**src/rtl/io_bus_arbiter_if.sv**
```systemverilog
// Bundles the two requester ports and the shared device port of io_bus_arbiter.
// master = arbiter side; slave = requesters plus device.
interface io_bus_arbiter_if #(
    parameter int ADDR_W = 16,
    parameter int DATA_W = 16
);
    logic              m0_req;
    logic              m0_we;
    logic [ADDR_W-1:0] m0_addr;
    logic [DATA_W-1:0] m0_wdata;
    logic              m0_gnt;
    logic              m0_rvalid;
    logic [DATA_W-1:0] m0_rdata;

    logic              m1_req;
    logic              m1_we;
    logic [ADDR_W-1:0] m1_addr;
    logic [DATA_W-1:0] m1_wdata;
    logic              m1_gnt;
    logic              m1_rvalid;
    logic [DATA_W-1:0] m1_rdata;

    logic [ADDR_W-1:0] io_waddr;
    logic [ADDR_W-1:0] io_raddr;
    logic [DATA_W-1:0] io_wdata;
    logic              io_wenable;
    logic [DATA_W-1:0] io_rdata;

    modport master (
        input  m0_req, m0_we, m0_addr, m0_wdata,
        output m0_gnt, m0_rvalid, m0_rdata,
        input  m1_req, m1_we, m1_addr, m1_wdata,
        output m1_gnt, m1_rvalid, m1_rdata,
        output io_waddr, io_raddr, io_wdata, io_wenable,
        input  io_rdata
    );

    modport slave (
        output m0_req, m0_we, m0_addr, m0_wdata,
        input  m0_gnt, m0_rvalid, m0_rdata,
        output m1_req, m1_we, m1_addr, m1_wdata,
        input  m1_gnt, m1_rvalid, m1_rdata,
        input  io_waddr, io_raddr, io_wdata, io_wenable,
        output io_rdata
    );
endinterface

```
**src/rtl/io_bus_arbiter.sv**
```systemverilog
// Two-requester round-robin arbiter for one memory-mapped io port with fixed-latency reads.
// Define IO_ARB_PRIORITY_EN to give m0 strict priority over m1.
module io_bus_arbiter #(
    parameter int ADDR_W     = 16,
    parameter int DATA_W     = 16,
    parameter int RD_LATENCY = 1
) (
    input  logic             clock,
    input  logic             reset,
    io_bus_arbiter_if.master bus
);
    localparam int CNT_W = 4;
    localparam logic [CNT_W-1:0] LAT_LOAD = CNT_W'(RD_LATENCY);
    localparam logic [CNT_W-1:0] CNT_ZERO = {CNT_W{1'b0}};
    localparam logic [CNT_W-1:0] CNT_ONE  = {{(CNT_W-1){1'b0}}, 1'b1};

    typedef enum logic [0:0] {
        IDLE      = 1'b0,
        READ_WAIT = 1'b1
    } state_e;

    state_e            state_q, state_d;
    logic [CNT_W-1:0]  cnt_q, cnt_d;
    logic              last_q, last_d;
    logic              rd_owner_q, rd_owner_d;
    logic              m0_gnt_q, m0_gnt_d;
    logic              m1_gnt_q, m1_gnt_d;
    logic              m0_rvalid_q, m0_rvalid_d;
    logic              m1_rvalid_q, m1_rvalid_d;
    logic [DATA_W-1:0] m0_rdata_q, m0_rdata_d;
    logic [DATA_W-1:0] m1_rdata_q, m1_rdata_d;
    logic [ADDR_W-1:0] io_waddr_q, io_waddr_d;
    logic [ADDR_W-1:0] io_raddr_q, io_raddr_d;
    logic [DATA_W-1:0] io_wdata_q, io_wdata_d;
    logic              io_wenable_q, io_wenable_d;

    logic              m0_elig_s;
    logic              m1_elig_s;
    logic              pick_m1_s;
    logic              rd_done_s;
    logic              grant_s;
    logic              sel_we_s;
    logic [ADDR_W-1:0] sel_addr_s;
    logic [DATA_W-1:0] sel_wdata_s;

    // Winner selection; a master is deaf during its own grant cycle.
    always_comb begin
        m0_elig_s = bus.m0_req && !m0_gnt_q;
        m1_elig_s = bus.m1_req && !m1_gnt_q;
`ifdef IO_ARB_PRIORITY_EN
        pick_m1_s = !m0_elig_s;
`else
        if (m0_elig_s && m1_elig_s) begin
            pick_m1_s = !last_q;
        end else begin
            pick_m1_s = !m0_elig_s;
        end
`endif
        // The completing read edge may also launch the next grant.
        rd_done_s   = (state_q == READ_WAIT) && (cnt_q == CNT_ZERO);
        grant_s     = ((state_q == IDLE) || rd_done_s) && (m0_elig_s || m1_elig_s);
        sel_we_s    = pick_m1_s ? bus.m1_we    : bus.m0_we;
        sel_addr_s  = pick_m1_s ? bus.m1_addr  : bus.m0_addr;
        sel_wdata_s = pick_m1_s ? bus.m1_wdata : bus.m0_wdata;
    end

    // Next-state and registered-output computation.
    always_comb begin
        state_d      = state_q;
        cnt_d        = cnt_q;
        last_d       = last_q;
        rd_owner_d   = rd_owner_q;
        m0_gnt_d     = 1'b0;
        m1_gnt_d     = 1'b0;
        m0_rvalid_d  = 1'b0;
        m1_rvalid_d  = 1'b0;
        m0_rdata_d   = m0_rdata_q;
        m1_rdata_d   = m1_rdata_q;
        io_waddr_d   = io_waddr_q;
        io_raddr_d   = io_raddr_q;
        io_wdata_d   = io_wdata_q;
        io_wenable_d = 1'b0;

        case (state_q)
            IDLE: begin
                state_d = IDLE;
            end
            READ_WAIT: begin
                if (cnt_q == CNT_ZERO) begin
                    state_d = IDLE;
                    if (rd_owner_q) begin
                        m1_rvalid_d = 1'b1;
                        m1_rdata_d  = bus.io_rdata;
                    end else begin
                        m0_rvalid_d = 1'b1;
                        m0_rdata_d  = bus.io_rdata;
                    end
                end else begin
                    cnt_d = cnt_q - CNT_ONE;
                end
            end
            default: begin
                state_d = IDLE;
            end
        endcase

        if (grant_s) begin
            last_d     = pick_m1_s;
            io_waddr_d = sel_addr_s;
            io_raddr_d = sel_addr_s;
            io_wdata_d = sel_wdata_s;
            if (pick_m1_s) begin
                m1_gnt_d = 1'b1;
            end else begin
                m0_gnt_d = 1'b1;
            end
            if (sel_we_s) begin
                io_wenable_d = 1'b1;
            end else begin
                // State is READ_WAIT from the grant cycle on so no grant lands before the data.
                state_d    = READ_WAIT;
                cnt_d      = LAT_LOAD;
                rd_owner_d = pick_m1_s;
            end
        end else begin
            last_d = last_q;
        end
    end

    // State and output registers; reset aborts any read in flight.
    always_ff @(posedge clock or negedge reset) begin
        if (!reset) begin
            state_q      <= IDLE;
            cnt_q        <= CNT_ZERO;
            last_q       <= 1'b1;
            rd_owner_q   <= 1'b0;
            m0_gnt_q     <= 1'b0;
            m1_gnt_q     <= 1'b0;
            m0_rvalid_q  <= 1'b0;
            m1_rvalid_q  <= 1'b0;
            m0_rdata_q   <= {DATA_W{1'b0}};
            m1_rdata_q   <= {DATA_W{1'b0}};
            io_waddr_q   <= {ADDR_W{1'b0}};
            io_raddr_q   <= {ADDR_W{1'b0}};
            io_wdata_q   <= {DATA_W{1'b0}};
            io_wenable_q <= 1'b0;
        end else begin
            state_q      <= state_d;
            cnt_q        <= cnt_d;
            last_q       <= last_d;
            rd_owner_q   <= rd_owner_d;
            m0_gnt_q     <= m0_gnt_d;
            m1_gnt_q     <= m1_gnt_d;
            m0_rvalid_q  <= m0_rvalid_d;
            m1_rvalid_q  <= m1_rvalid_d;
            m0_rdata_q   <= m0_rdata_d;
            m1_rdata_q   <= m1_rdata_d;
            io_waddr_q   <= io_waddr_d;
            io_raddr_q   <= io_raddr_d;
            io_wdata_q   <= io_wdata_d;
            io_wenable_q <= io_wenable_d;
        end
    end

    assign bus.m0_gnt     = m0_gnt_q;
    assign bus.m1_gnt     = m1_gnt_q;
    assign bus.m0_rvalid  = m0_rvalid_q;
    assign bus.m1_rvalid  = m1_rvalid_q;
    assign bus.m0_rdata   = m0_rdata_q;
    assign bus.m1_rdata   = m1_rdata_q;
    assign bus.io_waddr   = io_waddr_q;
    assign bus.io_raddr   = io_raddr_q;
    assign bus.io_wdata   = io_wdata_q;
    assign bus.io_wenable = io_wenable_q;
endmodule

```
**src/flat_wrapper.sv**
```systemverilog
// flat-port wrapper written by rule: the top's interface ports become plain ports
module io_bus_arbiter_flat 
#(
    parameter int ADDR_W     = 16,
    parameter int DATA_W     = 16,
    parameter int RD_LATENCY = 1
)
  (clock, reset, bus_m0_req, bus_m0_we, bus_m0_addr, bus_m0_wdata, bus_m0_gnt, bus_m0_rvalid, bus_m0_rdata, bus_m1_req, bus_m1_we, bus_m1_addr, bus_m1_wdata, bus_m1_gnt, bus_m1_rvalid, bus_m1_rdata, bus_io_waddr, bus_io_raddr, bus_io_wdata, bus_io_wenable, bus_io_rdata);
  io_bus_arbiter_if #(.ADDR_W(ADDR_W), .DATA_W(DATA_W)) bus_i ();
  input  logic clock;
  input  logic reset;
  input wire logic [$bits(bus_i.m0_req)-1:0] bus_m0_req;
  input wire logic [$bits(bus_i.m0_we)-1:0] bus_m0_we;
  input wire logic [$bits(bus_i.m0_addr)-1:0] bus_m0_addr;
  input wire logic [$bits(bus_i.m0_wdata)-1:0] bus_m0_wdata;
  output wire logic [$bits(bus_i.m0_gnt)-1:0] bus_m0_gnt;
  output wire logic [$bits(bus_i.m0_rvalid)-1:0] bus_m0_rvalid;
  output wire logic [$bits(bus_i.m0_rdata)-1:0] bus_m0_rdata;
  input wire logic [$bits(bus_i.m1_req)-1:0] bus_m1_req;
  input wire logic [$bits(bus_i.m1_we)-1:0] bus_m1_we;
  input wire logic [$bits(bus_i.m1_addr)-1:0] bus_m1_addr;
  input wire logic [$bits(bus_i.m1_wdata)-1:0] bus_m1_wdata;
  output wire logic [$bits(bus_i.m1_gnt)-1:0] bus_m1_gnt;
  output wire logic [$bits(bus_i.m1_rvalid)-1:0] bus_m1_rvalid;
  output wire logic [$bits(bus_i.m1_rdata)-1:0] bus_m1_rdata;
  output wire logic [$bits(bus_i.io_waddr)-1:0] bus_io_waddr;
  output wire logic [$bits(bus_i.io_raddr)-1:0] bus_io_raddr;
  output wire logic [$bits(bus_i.io_wdata)-1:0] bus_io_wdata;
  output wire logic [$bits(bus_i.io_wenable)-1:0] bus_io_wenable;
  input wire logic [$bits(bus_i.io_rdata)-1:0] bus_io_rdata;
  assign bus_i.m0_req = bus_m0_req;
  assign bus_i.m0_we = bus_m0_we;
  assign bus_i.m0_addr = bus_m0_addr;
  assign bus_i.m0_wdata = bus_m0_wdata;
  assign bus_m0_gnt = bus_i.m0_gnt;
  assign bus_m0_rvalid = bus_i.m0_rvalid;
  assign bus_m0_rdata = bus_i.m0_rdata;
  assign bus_i.m1_req = bus_m1_req;
  assign bus_i.m1_we = bus_m1_we;
  assign bus_i.m1_addr = bus_m1_addr;
  assign bus_i.m1_wdata = bus_m1_wdata;
  assign bus_m1_gnt = bus_i.m1_gnt;
  assign bus_m1_rvalid = bus_i.m1_rvalid;
  assign bus_m1_rdata = bus_i.m1_rdata;
  assign bus_io_waddr = bus_i.io_waddr;
  assign bus_io_raddr = bus_i.io_raddr;
  assign bus_io_wdata = bus_i.io_wdata;
  assign bus_io_wenable = bus_i.io_wenable;
  assign bus_i.io_rdata = bus_io_rdata;
  io_bus_arbiter #(.ADDR_W(ADDR_W), .DATA_W(DATA_W), .RD_LATENCY(RD_LATENCY)) u_core (.clock(clock), .reset(reset), .bus(bus_i));
endmodule
```
**config.mk**
```make
export PLATFORM = sky130hd
export DESIGN_NAME = io_bus_arbiter_flat
export DESIGN_NICKNAME = d
export VERILOG_FILES = /design/src/rtl/io_bus_arbiter_if.sv /design/src/rtl/io_bus_arbiter.sv /design/src/flat_wrapper.sv
export SDC_FILE = /design/constraint.sdc
export NUM_CORES = 1
export LEC_CHECK = 0
export ABC_AREA = 0
export CORE_MARGIN = 2
export CORE_UTILIZATION = 40
export CTS_CLUSTER_SIZE = 40
export DETAILED_ROUTE_END_ITERATION = 10
export GPL_ROUTABILITY_DRIVEN = 0
export PLACE_DENSITY_LB_ADDON = 0.15
export RECOVER_POWER = 50
export SKIP_LAST_GASP = 1
export SLEW_MARGIN = 0
export SYNTH_ARGS = -nofsm -noshare
export SYNTH_HDL_FRONTEND = slang
export SYNTH_SLANG_ARGS = --single-unit
```
**constraint.sdc**
```tcl
create_clock -name clock -period 2.11 [get_ports clock]
set_input_delay 0.422 -clock clock [delete_from_list [all_inputs] [get_ports clock]]
set_output_delay 0.422 -clock clock [all_outputs]
set_load 0.02 [all_outputs]
```
-- Word-level counts from Yosys, hierarchy flattened
Index checks and enable logic that the tools add are counted.
- register bits after elaboration: 76
- output and inout port bits: 85
- ROM bits: 0
- memory bits (writable): 0
- bits of input ports: 86
- memories kept: 0
- bits in latches: 0
- bitwise operators: 3
- add/subtract/negate cells: 1
- shift-type cells: 0
- reduce and logical (&&, ||, !) cells: 15
- order comparisons: 0
- muxes and demuxes: 24
- $mul: 0
- eq/ne operators: 0
- divide/modulo/power cells: 0
- operators with widths (kind ; number):
    $mux W16 ; 2
    $mux W1 ; 17
    $mux W4 ; 4
    $reduce_and A3 Y1 ; 2
    $logic_and A1 B1 Y1 ; 5
    $logic_not A1 Y1 ; 4
    $logic_not A4 Y1 ; 1
    $sub A4 B1 Y4 const B ; 1
    $not A1 Y1 ; 3
    $logic_or A1 B1 Y1 ; 2
    $pmux W1 S2 ; 1
    $reduce_and A2 Y1 ; 1

-- Longest topological paths before layout
Gate-level depths: netlist (run 1).
- word-level depth: 7
- depth in mapped cells: 7
- depth with buffers taken out: 6

-- Worst setup path before layout (run 1)
OpenSTA, ideal clock, no wires.
- path kind: flip-flop to flip-flop
- start: register u_core.cnt_q[0]
- end: register u_core.m0_rdata_q[10] (netlist: u_core.bus.m0_rdata[10])
- stages on the path, launching flop included: 7
- setup time: 127 ps
- clock period less this slack: 1699 ps
- arrival: 1571 ps
- required time: 1983 ps
- slack: 411 ps
- path through: dfrtp_1 inv_1 ha_1 nand2b_4 nor3_4 buf_6 mux2_1
- cells in the longest elaborated chain, start to end: 2
- RTL lines (what ; line ; RTL):
    start: declaration ; io_bus_arbiter.sv:23 ; logic [CNT_W-1:0] cnt_q, cnt_d;
    start signal: assignment ; io_bus_arbiter.sv:149 ; cnt_q <= cnt_d;
    $logic_not A4 Y1 ; io_bus_arbiter.sv:89 ; if (cnt_q == CNT_ZERO) begin
    $reduce_and A3 Y1 (no source line) ; -- ;
    end signal: assignment ; io_bus_arbiter.sv:141 ; m0_rdata_q <= {DATA_W{1'b0}};
    end signal: assignment ; io_bus_arbiter.sv:156 ; m0_rdata_q <= m0_rdata_d;
    end: declaration ; io_bus_arbiter.sv:30 ; logic [DATA_W-1:0] m0_rdata_q, m0_rdata_d;
Every way passes these cells.
A chain may end at the register's enable or synchronous reset.

-- Worst setup path in the final report (run 1)
- start: register u_core.cnt_q[0]
- end: register u_core.m0_rdata_q[15] (netlist: u_core.bus.m0_rdata[15])
Same word-level chain as after synthesis.

==> flow_metrics.env, run 1 <==
export IMPL_finalCritPeriodShare=0.907
export IMPL_cap_viol_max_count=0
export IMPL_path_class="reg -> reg"
export IMPL_drtIter0Drc=48
export IMPL_vias=2692
export IMPL_yosys_warnings=0
export IMPL_grt_max_degree=40
export IMPL_arrival_ns=2.14
export IMPL_routedWlPerCell_um=15.0
export IMPL_swShare=0.392
export IMPL_fp_dieW_um=94.8
export IMPL_yosys_area_share_adder=0.00379
export IMPL_cts_tree="built"
export IMPL_hold_viol=0
export IMPL_fin_tns_setup_ns=0
export IMPL_portBuffers=170
export IMPL_synth_top_family_by_area="compound AO/OA/AOI/OAI gates"
export IMPL_grt_overflow_total=0
export IMPL_first_pass_iters=4
export IMPL_yosys_area_share_xor_xnor=0.00265
export IMPL_muxShareOfSynthArea=0.119
export IMPL_finalPower_mw=8.36
export IMPL_switchingPower_mw=3.28
export IMPL_dieArea_mm2=0.00899
export IMPL_initial_core_util=0.408
export IMPL_antenna_found_initial=0
export IMPL_drive_above_1_share=0.129
export IMPL_path_clk_slew_ns=0.08
export IMPL_whs_ns=0.224
export IMPL_pre_cts_slack_ns=0.102
export IMPL_die_y_um=94.8
export IMPL_leakage_nw=2.25
export IMPL_hpwl_um=6190
export IMPL_grt_pass1_vias=2702
export IMPL_avgSynthCellArea_um2=11.9
export IMPL_fillers=676
export IMPL_status="finished clean"
export IMPL_clock_path_buffers=2
export IMPL_fin_nets=525
export IMPL_startpoint="u_core.cnt_q[0]"
export IMPL_via_per_inst=4.91
export IMPL_cp_max_fo=17
export IMPL_netlist_top_cells_count="dfrtp_1, nand2_1, a22oi_1, o21ai_0, mux2_2"
export IMPL_ys_seq_area_frac=0.577
export IMPL_synth_edf_count=0
export IMPL_synthesis_instances=278
export IMPL_max_freq_mhz=522
export IMPL_cp_start_kind="flop"
export IMPL_fin_worst_skew_ns=0.00641
export IMPL_internal_power_mw=5.08
export IMPL_syn_area_mm2=0.00330
export IMPL_hold_class="in -> async"
export IMPL_root_buffer="clkbuf_8"
export IMPL_timing_rr_start="u_core.cnt_q[0]"
export IMPL_synth_top_area_frac=0.569
export IMPL_rsz0062_at_grt="false"
export IMPL_routed_wl_um=8200
export IMPL_antennaDiodeCount=0
export IMPL_synth_flop_cell="dfrtp_1"
export IMPL_ios=171
export IMPL_synth_seq_cells=76
export IMPL_antenna_left=0
export IMPL_finalWorstSetupSlack_ns=0.196
export IMPL_core_area_mm2=0.00809
export IMPL_power_frac_seq=0.312
export IMPL_grt_pass1_wl_um=12800
export IMPL_worstSetupEndpointType="flop"
export IMPL_yosys_area_share_simple=0.0785
export IMPL_cts_sinks=76
export IMPL_crit_required_ns=2.34
export IMPL_finalSetupViolations=0
export IMPL_combPwrFrac=0.527
export IMPL_synth_net_count=365
export IMPL_synthArstFlopShare=1.00
export IMPL_yosysMostFrequentCell="dfrtp_1"
export IMPL_synth_compound_area_frac=0.149
export IMPL_post_cts_buffers=0
export IMPL_powerDensity_mw_per_mm2=1590
export IMPL_area_growth_pct=59.7
export IMPL_maxSlewHeadroom=0.357
export IMPL_ys_types=34
export IMPL_tightest_slew_ns=0.965
export IMPL_finalCriticalPeriod_ns=1.91
export IMPL_synth_top_cell_by_area="dfrtp_1"
export IMPL_synth_area_leaders="dfrtp_1, a22oi_1, mux2_2, mux2_1, o21ai_0"
export IMPL_drc=0
export IMPL_clkPwrFrac=0.161
export IMPL_num_rows=33
export IMPL_ir_worst_vdd_uv=717
export IMPL_htreeDepth=3
export IMPL_cts_buffers=9
export IMPL_report_final_slew_viol_count=0
export IMPL_track_usage=0.187
export IMPL_clk_latency_ns=0.34
-- final timing paths --
check | to | slack (ns) | cells after the start
max in group asynchronous | u_core.bus.m1_rdata[7] | 1.17 | 2
min reg2reg | u_core.bus.io_wdata[7] | 0.48 | 2
max | u_core.bus.m0_rdata[15] | 0.20 | 6
min in group clock | u_core.bus.io_wdata[7] | 0.48 | 2
min | u_core.bus.m1_rdata[2] | 0.22 | 1
max reg2reg | u_core.bus.m0_rdata[15] | 0.20 | 6
-- power groups by stage --
stage                     combinational (mW)  sequential, mW  clock [mW]
final                                   4.41            2.61        1.34
after CTS                               4.59            2.64        1.38
after global placement                  4.51            2.63           0
after global routing                    4.78            2.71        1.46
after detailed placement                4.58            2.66           0
after floorplan                         1.87            3.37           0
-- final cells by class --
type | count | area (um2) | share of cell area
clock buffers | 9 | 124 | 0.0235
clock inverters | 7 | 123 | 0.0233
inverters | 5 | 18.8 | 0.00356
multi-input cells | 165 | 1170 | 0.222
flip-flops and latches | 76 | 1900 | 0.361
well taps | 105 | 131 | 0.0249
repair buffers | 181 | 1800 | 0.342
-- layout by cell type (no fill, tap or decap), types with 2 or more instances in the layout --
cell type        count
clkdlybuf4s50_1    133
o21ai_0             30
buf_4                8
mux2_2              18
clkbuf_2             2
a21o_1               2
o31ai_1              2
o21ai_1              3
nand2_1             33
clkinvlp_4           2
a22oi_1             32
a21oi_1              3
bufinv_16            3
dfrtp_1             75
inv_1                5
mux2_1              14
inv_6                2
dlygate4sd3_1       36
nand2b_4             2
clkbuf_8             9
buf_12               2
nor2_1               8
-- per-layer routing --
layer | global-route usage | part of all wire | up-vias
met1 | 0.222 | 0.39 | 1275
met4 | 0.0652 | 0.0089 | 0
met5 | 0 | 0 | -
li1 | - | - | 1288
met3 | 0.0710 | 0.10 | 6
met2 | 0.312 | 0.50 | 123
-- timing repair --
item | CTS | global route
endpoints found under the hold margin | 0 | 0
hold buffers | 0 | 0
gates resized for setup | 0 | 1
setup endpoints to repair | 0 | 15
-- sequential cells by signal, summed over array words and instances (netlist names) --
register and flops:
u_core.bus.io_waddr 16, u_core.bus.io_wdata 16, u_core.bus.m0_rdata 16, u_core.bus.m1_rdata 16, u_core.cnt_q 4, u_core.bus.io_wenable 1, u_core.bus.m0_gnt 1, u_core.bus.m0_rvalid 1
u_core.bus.m1_gnt 1, u_core.bus.m1_rvalid 1, u_core.last_q 1, u_core.rd_owner_q 1, u_core.state_q 1
-- through the flow --
step / cells / utilization / area (um2)
detailed placement: 532 / 0.622 / 5030
global route: 548 / 0.652 / 5270
CTS: 548 / 0.652 / 5280
global placement: 532 / 0.622 / 5030
finish: 548 / 0.652 / 5270
floorplan: 278 / - / 3300
-- critical path, cell delays in order, from the launching register on --
cell and delay [ns]:
dfrtp_1 0.39, inv_1 0.12, ha_1 0.27, nand2b_4 0.08
nor3_4 0.14, clkbuf_2 0.41, mux2_2 0.39
-- cells by family after synthesis --
logic type,count (synthesis)
adder cells (fa/ha/maj),1
XOR/XNOR,1
multiplexers,34
AO/OA/AOI/OAI,77
buffers and inverters,37
AND/OR/NAND/NOR,52
flip-flops,76
Note: power is estimated with default switching activity, not from simulation.
==> run 2: changes to the inputs <==
--- a/config.mk
+++ b/config.mk
@@ -6,7 +6,7 @@
 export NUM_CORES = 1
 export LEC_CHECK = 0
 export ABC_AREA = 0
-export CORE_MARGIN = 2
+export CORE_MARGIN = 8
 export CORE_UTILIZATION = 40
 export CTS_CLUSTER_SIZE = 40
 export DETAILED_ROUTE_END_ITERATION = 10
==> flow_metrics.env, run 2 (same netlist as run 1, synthesis figures left out) <==
export IMPL_path_clk_slew_ns=0.08
export IMPL_drtIter0Drc=41
export IMPL_antenna_left=0
export IMPL_pre_cts_slack_ns=0.0944
export IMPL_vias=2730
export IMPL_drc=0
export IMPL_finalCriticalPeriod_ns=1.82
export IMPL_maxSlewHeadroom=0.243
export IMPL_hold_class="in -> async"
export IMPL_fin_nets=526
export IMPL_grt_pass1_vias=2917
export IMPL_post_cts_buffers=0
export IMPL_tightest_slew_ns=1.14
export IMPL_drive_above_1_share=0.126
export IMPL_portBuffers=170
export IMPL_final_common_cell="clkdlybuf4s50_1"
export IMPL_cap_viol_max_count=0
export IMPL_fin_tns_setup_ns=0
export IMPL_grt_pass1_wl_um=15100
export IMPL_antennaDiodeCount=0
export IMPL_die_y_um=107
export IMPL_layout_common_cells="clkdlybuf4s50_1, dfrtp_1, dlygate4sd3_1, nand2_1, a22oi_1"
export IMPL_root_buffer="clkbuf_8"
export IMPL_report_final_slew_viol_count=0
export IMPL_grt_max_degree=47
export IMPL_initial_core_util=0.408
export IMPL_fp_dieW_um=107
export IMPL_antenna_found_initial=0
export IMPL_fin_worst_skew_ns=0.00895
export IMPL_leakage_nw=2.24
export IMPL_core_area_mm2=0.00809
export IMPL_cp_start_kind="primary input"
export IMPL_ir_worst_vdd_uv=730
export IMPL_crit_required_ns=2.31
export IMPL_status="finished clean"
export IMPL_cts_hold_fix_buffers=0
export IMPL_cts_tree="built"
export IMPL_grt_overflow_total=0
export IMPL_finalWorstSetupSlack_ns=0.289
export IMPL_finalCritPeriodShare=0.863
export IMPL_area_growth_pct=58.3
export IMPL_path_class="in -> reg"
export IMPL_clk_latency_ns=0.34
export IMPL_hold_viol=0
export IMPL_finalSetupViolations=0
export IMPL_max_freq_mhz=549
export IMPL_rsz0062_at_grt="false"
export IMPL_cts_sinks=76
export IMPL_hpwl_um=7350
export IMPL_cts_buffers=9
export IMPL_clock_path_buffers=2
export IMPL_ios=171
export IMPL_arrival_ns=2.02
export IMPL_fillers=676
export IMPL_dieArea_mm2=0.0114
export IMPL_cp_max_fo=6
export IMPL_routed_wl_um=9560
export IMPL_first_pass_iters=4
export IMPL_worstSetupEndpointType="flop"
export IMPL_via_per_inst=4.97
export IMPL_num_rows=33
export IMPL_track_usage=0.166
export IMPL_cts_resized=0
export IMPL_powerDensity_mw_per_mm2=1600
export IMPL_routedWlPerCell_um=17.4
export IMPL_htreeDepth=3
## run 2: metrics by stage
| step | instances | hold slack (ns) | util | cell area, um2 | power (mW) |
|---|---|---|---|---|---|
| final | 549 | 0.285 | 0.645 | 5220 | 8.36 |
| after global routing | 549 | 0.390 | 0.645 | 5220 | 8.89 |
| after CTS | 549 | 0.0961 | 0.650 | 5260 | 8.64 |
| after detailed placement | 533 | 0.476 | 0.623 | 5040 | 7.38 |
| after global placement | 533 | 0.461 | 0.623 | 5040 | 7.27 |
| after floorplan | 278 | 0.126 | - | 3300 | 5.23 |
## run 2: critical path, cell delays in order
cell           delay, ns
dlygate4sd3_1       0.52
nor2b_4             0.19
o21a_1              0.27
mux2i_1             0.47
a221oi_1            0.14
## run 2: routing by layer
| layer | GRT usage | vias to the layer above | wire (um) |
|---|---|---|---|
| met3 | 0.0840 | 13 | 1150 |
| met4 | 0.0613 | 0 | 144 |
| met5 | 0 | - | 0 |
| met1 | 0.190 | 1304 | 3800 |
| li1 | - | 1285 | - |
| met2 | 0.260 | 128 | 4460 |
## run 2: report_power, final
part,internal [mW],switching (mW)
sequential,2.18,0.431
combinational,2.13,2.37
clock,0.699,0.544
total,5.01,3.35
## run 2: worst paths after layout
kind,startpoint,to,slack [ns],cells past startpoint
min,reset,u_core.bus.m1_rdata[1],0.28,1
max in group asynchronous,reset,u_core.bus.m0_rvalid,0.46,2
max reg2reg,u_core.cnt_q[0],u_core.bus.m1_rdata[15],0.32,6
max,bus_m0_req,u_core.cnt_q[1],0.29,5
min reg2reg,u_core.bus.m0_rdata[7],u_core.bus.m0_rdata[7],0.49,1
min in group clock,u_core.bus.m0_rdata[7],u_core.bus.m0_rdata[7],0.49,1
## run 2: final cells by class
cell class	count	area [um2]	area share
inverter	5	18.8	0.00359
clock inverter	6	86.3	0.0165
timing repair buffer	182	1790	0.343
sequential	76	1900	0.364
multi-input combinational	165	1150	0.221
clock buffer	10	138	0.0263
tap	105	131	0.0251
